`src/rtl/product_bcd_converter_pkg.sv`:
```
// Shared definitions for the product BCD converter: FSM state encoding and digit width.
package product_bcd_converter_pkg;

    typedef enum logic [1:0] {
        ST_IDLE  = 2'b00,
        ST_SHIFT = 2'b01,
        ST_DONE  = 2'b10
    } state_e;

    localparam int DIGIT_W = 4;

endpackage

```
`src/rtl/product_bcd_converter_add3.sv`:
```
// Double-dabble correction cell: a BCD digit of 5 or more gets +3 before the next left shift.
module product_bcd_converter_add3 (
    input  logic [3:0] digit_i,
    output logic [3:0] digit_o
);

    assign digit_o = (digit_i >= 4'd5) ? digit_i + 4'd3 : digit_i;

endmodule

```
`src/rtl/product_bcd_converter.sv`:
```
// Sequential binary-to-BCD converter for the multiplier product, one input bit per clock.
module product_bcd_converter #(
    parameter int BIN_WIDTH  = 8,
    parameter int BCD_DIGITS = 3
) (
    input  logic                    clk,
    input  logic                    rst,
    input  logic                    start,
    input  logic [BIN_WIDTH-1:0]    bin_in,
    output logic                    ready,
    output logic                    busy,
    output logic                    done,
    output logic [4*BCD_DIGITS-1:0] bcd_out
);
    import product_bcd_converter_pkg::*;

    localparam int SCR_W = DIGIT_W * BCD_DIGITS;
    localparam int CNT_W = (BIN_WIDTH > 1) ? $clog2(BIN_WIDTH) : 1;
    localparam logic [CNT_W-1:0] CNT_LAST = CNT_W'(BIN_WIDTH - 1);

    state_e               state_q;
    logic [CNT_W-1:0]     cnt_q;
    logic [BIN_WIDTH-1:0] bin_q;
    logic [SCR_W-1:0]     scr_q;
    logic [SCR_W-1:0]     bcd_q;
    logic                 done_q;

    logic [SCR_W-1:0]     scr_corr;
    logic [SCR_W-1:0]     scr_d;
    logic [BIN_WIDTH-1:0] bin_d;

    for (genvar g = 0; g < BCD_DIGITS; g++) begin : g_add3
        product_bcd_converter_add3 u_add3 (
            .digit_i (scr_q[g*DIGIT_W +: DIGIT_W]),
            .digit_o (scr_corr[g*DIGIT_W +: DIGIT_W])
        );
    end

    // The binary MSB enters the ones digit as the corrected scratch shifts left.
    assign {scr_d, bin_d} = {scr_corr, bin_q} << 1;

    always_ff @(posedge clk or posedge rst) begin
        if (rst) begin
            state_q <= ST_IDLE;
            cnt_q   <= '0;
            bin_q   <= '0;
            scr_q   <= '0;
            bcd_q   <= '0;
            done_q  <= 1'b0;
        end else begin
            done_q <= 1'b0;
            case (state_q)
                ST_IDLE, ST_DONE: begin
                    if (start) begin
                        bin_q   <= bin_in;
                        scr_q   <= '0;
                        cnt_q   <= '0;
                        state_q <= ST_SHIFT;
                    end else begin
                        state_q <= ST_IDLE;
                    end
                end
                ST_SHIFT: begin
                    scr_q <= scr_d;
                    bin_q <= bin_d;
                    cnt_q <= cnt_q + 1'b1;
                    if (cnt_q == CNT_LAST) begin
                        bcd_q   <= scr_d;
                        done_q  <= 1'b1;
                        state_q <= ST_DONE;
                    end
                end
                default: state_q <= ST_IDLE;
            endcase
        end
    end

    assign ready   = (state_q != ST_SHIFT);
    assign busy    = (state_q == ST_SHIFT);
    assign done    = done_q;
    assign bcd_out = bcd_q;

endmodule
```
`config.mk`:
```
export PLATFORM = sky130hd
export DESIGN_NAME = product_bcd_converter
export DESIGN_NICKNAME = d
export VERILOG_FILES = /design/src/rtl/product_bcd_converter_pkg.sv /design/src/rtl/product_bcd_converter_add3.sv /design/src/rtl/product_bcd_converter.sv
export SDC_FILE = /design/constraint.sdc
export NUM_CORES = 1
export LEC_CHECK = 0
export BUFFER_PORTS_ARGS = -buffer_cell sky130_fd_sc_hd__buf_2
export CAP_MARGIN = 20
export CORE_AREA = 2 2 58 60
export CTS_BUF_LIST = sky130_fd_sc_hd__clkbuf_4
export DETAILED_ROUTE_END_ITERATION = 10
export DIE_AREA = 0 0 60 62
export GPL_TIMING_DRIVEN = 1
export HOLD_SLACK_MARGIN = 0.1
export PLACE_DENSITY = 0.83
export SYNTH_ARGS = -nofsm -noshare
export SYNTH_HDL_FRONTEND = slang
export SYNTH_SLANG_ARGS = --single-unit
```
`constraint.sdc`:
```
create_clock -name clk -period 1.87 [get_ports clk]
set_input_delay 0.561 -clock clk [delete_from_list [all_inputs] [get_ports clk]]
set_output_delay 0.561 -clock clk [all_outputs]
set_load 0.1 [all_outputs]
```
[Word-level counts from Yosys, hierarchy flattened]
Index checks and enable logic that the tools add are counted.
W data, S select, Z words.
Word-level totals
  register bits: 38
  bits of input ports: 11
  output and inout bits: 15
Cells by class
  $add $sub $neg: 4
  $lt $le $gt $ge: 3
  eq/ne operators: 6
  multiplexer cells: 14
  reductions and logical operators: 5
Operators with widths (number)
  $pmux W12 S2: 1
  $pmux W8 S2: 1
  $ge A4 B3 Y1 const B: 3
  $mux W12: 1
  $add A4 B2 Y4 const B: 2
  $mux W4: 2
  $mux W8: 1
  $mux W3: 2
  $pmux W3 S2: 1
  $ne A2 B1 Y1 const B: 2
  $pmux W2 S2: 1
  $reduce_and A2 Y1: 2
  $add A3 B1 Y3 const B: 1
  $add A3 B2 Y3 const B: 1
  $eq A3 B3 Y1 const B: 1
  $mux W1: 3
  $eq A2 B1 Y1 const B: 1
  $eq A2 B2 Y1 const B: 1
  $logic_not A2 Y1: 1
  $mux W2: 1
  $ne A2 B2 Y1 const B: 1
  $reduce_bool A2 Y1: 1
  $reduce_or A2 Y1: 1

[Longest topological paths before layout]
  word-level depth: 4
  mapped depth: 7
  depth with buffers taken out: 6

[Hierarchy]
Synthesis repeated with hierarchy kept, for this count alone.
Unflattened totals
  cell total of the unflattened synthesis: 171
  area, all modules: 1964.4 um^2
By module, submodules not included
  product_bcd_converter: times used 1, cells an instance 123, area each 1660.3 um^2, seq. area each 950.9 um^2
  product_bcd_converter_add3: times used 3, cells an instance 16, area each 101.3 um^2, seq. area each 0.0 um^2

[Worst setup path before layout]
OpenSTA, ideal clock, no wires.
  path kind: register to output
  start: register state_q[0]
  end: output port ready
  arrival: 1.069 ns
  data required time: 1.309 ns
  slack: 0.240 ns
  stages on the path, launching flop included: 4
  path through: dfrtp_1 -> nand2b_1 -> buf_6 -> buf_2
Between the ends
  cells in the longest elaborated chain, start to end: 1
RTL lines
  start: declaration: line product_bcd_converter.sv:21  | state_e state_q;
  start signal: assignment: line product_bcd_converter.sv:44  | state_q <= ST_IDLE;
  start signal: assignment: line product_bcd_converter.sv:58  | state_q <= ST_SHIFT;
  start signal: assignment: line product_bcd_converter.sv:60  | state_q <= ST_IDLE;
  $ne A2 B1 Y1: line product_bcd_converter.sv:78  | assign ready = (state_q != ST_SHIFT);
  end: declaration: line product_bcd_converter.sv:10  | output logic ready,
No other way between the ends.

[Worst setup path after layout]
  start: register state_q[1]
  end: output port busy
Between the ends
  cells in the longest elaborated chain, start to end: 1
RTL lines
  $eq A2 B1 Y1: line product_bcd_converter.sv:79  | assign busy = (state_q == ST_SHIFT);
  end: declaration: line product_bcd_converter.sv:11  | output logic busy,
No other way between the ends.

==> run summary <==
DR pass1 iterations: 4
CTS Buf Count: 5
outcome: finished clean
io pins: 26
core box area: 3179 sq um
Final period util: 94.67%
routed wire length: 3254 um
Slew @ Worst Pin: 0.4886 ns
vias in the first global route: 1239
Crit Path Max Fanout: 8
full die area: 3720 sq um
syn_area_per_cell: 10.56 sq um
Post-DP HPWL: 2308 um
Worst Setup Start Kind: flip-flop
row count: 21
crit path time final: 1.770 ns
Max-cap violations: 0
endpoints failing setup: 0
worst setup path category: reg2out
register area share after synthesis: 54.91%
antenna violations before repair: 0
post-CTS setup buffers: 0
final net count: 212
area of placed instances: 1924 sq um
largest net degree at the start of global routing: 39
CP endpoint kind: primary output
initial core utilization: 54.47%
Cell variety after synth: 26
GR Util All Layers: 20.15%
later-pin clock latency in the skew report: 0.34 ns
IO Port Bufs: 25
Antenna Cells: 0
Overflow after GRT: 0
htree depth: 2
critical path arrival: 1.21 ns
cts hold-fix bufs: 0
synthesis-stage register bit count: 38
area delta synth->final: 14.60%
Die Span X: 60 um
drc violations: 0
RSZ-0062 raised after global routing: false
post-CTS sizing: 2
clock skew: 0.01041 ns
final hold violations: 0
worst relative slew slack: 67.65%
synthesized cell area: 1732 sq um
Routed WL per cell: 13.62 um
Detailed Route Iter0 Violations: 26
DR vias/cell: 5.410
Root Buffer: clkbuf_4
Final Util: 62.42%
clk slew on worst S/H paths: 0.11 ns
via count: 1293
Die Span Y: 62 um
Syn. warnings: 0
max-slew violation count: 0
GPL Wtd Cong: 0.7701
fmax: 564.9 MHz
CP required: 1.31 ns
ANT nets after route: 0
setup_tns: 0 ns
syn nets: 183
first-pass GRT wire length: 5430 um
CTS tree: built
layout cells sized above 1: 23.83%
Final Instance Area: 1984 sq um
Longest Clk Path Bufs: 2
Hold WC Path Type: in2async
clk sinks: 38
Syn Inst Count: 164
==> worst paths after layout <==
path | cells after the start | to | from | slack, ns
min in group clk | 2 | bcd_out[9]$_DFFE_PP0P_ | bcd_out[9]$_DFFE_PP0P_ | 0.48
worst min register to register | 2 | bcd_out[9]$_DFFE_PP0P_ | bcd_out[9]$_DFFE_PP0P_ | 0.48
worst max-delay path | 3 | busy | state_q[1]$_DFFE_PP0P_ | 0.1
max in group asynchronous | 3 | scr_q[11]$_DFFE_PP0P_ | rst | 1.23
worst max register to register | 6 | scr_q[10]$_DFFE_PP0P_ | scr_q[8]$_DFFE_PP0P_ | 0.16
worst min-delay path | 3 | bin_q[2]$_DFFE_PP0P_ | rst | 0.30
==> layout by cell type (no fill, tap or decap) <==
| master | instances |
|---|---|
| o21ai_0 | 11 |
| nand3_1 | 1 |
| o21ai_1 | 9 |
| inv_6 | 1 |
| dfrtp_1 | 38 |
| nand2_2 | 1 |
| inv_1 | 9 |
| a22o_1 | 2 |
| mux2_2 | 4 |
| nand2b_4 | 1 |
| xnor2_1 | 3 |
| nor2_1 | 14 |
| a21oi_2 | 1 |
| ha_1 | 8 |
| nand2_4 | 1 |
| o31ai_1 | 3 |
| buf_12 | 2 |
| a21oi_1 | 7 |
| mux2i_1 | 1 |
| o22ai_1 | 12 |
| a32o_1 | 3 |
| and2_1 | 1 |
| nor3b_1 | 5 |
| nand2_1 | 16 |
| nand2b_1 | 4 |
| clkbuf_4 | 7 |
| buf_2 | 23 |
| buf_4 | 5 |
==> metrics by stage <==
step | hold WS, ns | setup slack, ns | instances
2_1_floorplan | 0.4599 | 0.2395 | 164
5_1_grt | 0.3550 | 0.02512 | 239
6_report | 0.2989 | 0.09974 | 239
3_5_place_dp | 0.4671 | 0.2055 | 232
3_3_place_gp | 0.4555 | 0.2626 | 232
4_1_cts | 0.3174 | 0.08930 | 239
==> registers in the layout (all words and copies together), names as in the netlist <==
register and flops:
done 1, cnt_q 3, scr_q 12, bcd_out 12, state_q 2, bin_q 8
==> critical path: stages (launching register included) <==
cell      delay, ns
dfrtp_1        0.39
nand2b_4       0.18
inv_6          0.11
buf_12         0.18
==> layout make-up <==
class | instances | area [sq um]
inverters | 10 | 42.54
repair buffers | 30 | 192.7
clock buffers | 7 | 52.55
multi-input cells | 108 | 688.2
fillers | 271 | 1195
well taps | 46 | 57.56
flip-flops and latches | 38 | 950.9
==> Yosys cell counts <==
master,instances,area [sq um]
dfrtp_1,38,950.9
nor2_1,14,52.55
a21oi_1,7,35.03
buf_2,4,20.02
a22o_1,2,17.52
nand2_2,1,6.260
nand3_1,1,5.000
mux2_2,4,45.04
nor3b_1,5,37.54
nand2_1,16,60.06
buf_4,2,15.01
a32o_1,3,30.03
xnor2_1,3,26.28
mux2i_1,1,10.01
inv_1,9,33.78
o21ai_0,11,55.05
and2_1,1,6.260
nand2_4,1,11.26
o31ai_1,3,22.52
nand2b_1,5,31.28
a21oi_2,1,8.760
inv_6,1,8.760
ha_1,8,100.1
buf_6,2,22.52
o21ai_1,9,45.04
o22ai_1,12,75.07
==> layer usage <==
metal	routed length, um	track usage [%]	share of wire (%)
met5	0	0	0
met4	47	9.524	1.4
met3	111	4.762	3.4
met2	1622	31.99	50
met1	1473	26.32	45
==> cell families (layout without fill, tap and decap cells) <==
| family | after synthesis | in the layout | share of synthesized area [%] |
|---|---|---|---|
| AND/OR/NAND/NOR | 44 | 44 | 12.14 |
| AO/OA/AOI/OAI | 48 | 48 | 16.69 |
| buffers and inverters | 18 | 47 | 5.780 |
| flip-flops | 38 | 38 | 54.91 |
| XOR/XNOR | 3 | 3 | 1.518 |
| multiplexers | 5 | 5 | 3.179 |
| adder cells (fa/ha/maj) | 8 | 8 | 5.781 |
Power is left out: the tool's default activity adds up to more than one toggle a clock period on the data nets, which glitch-free logic cannot reach.
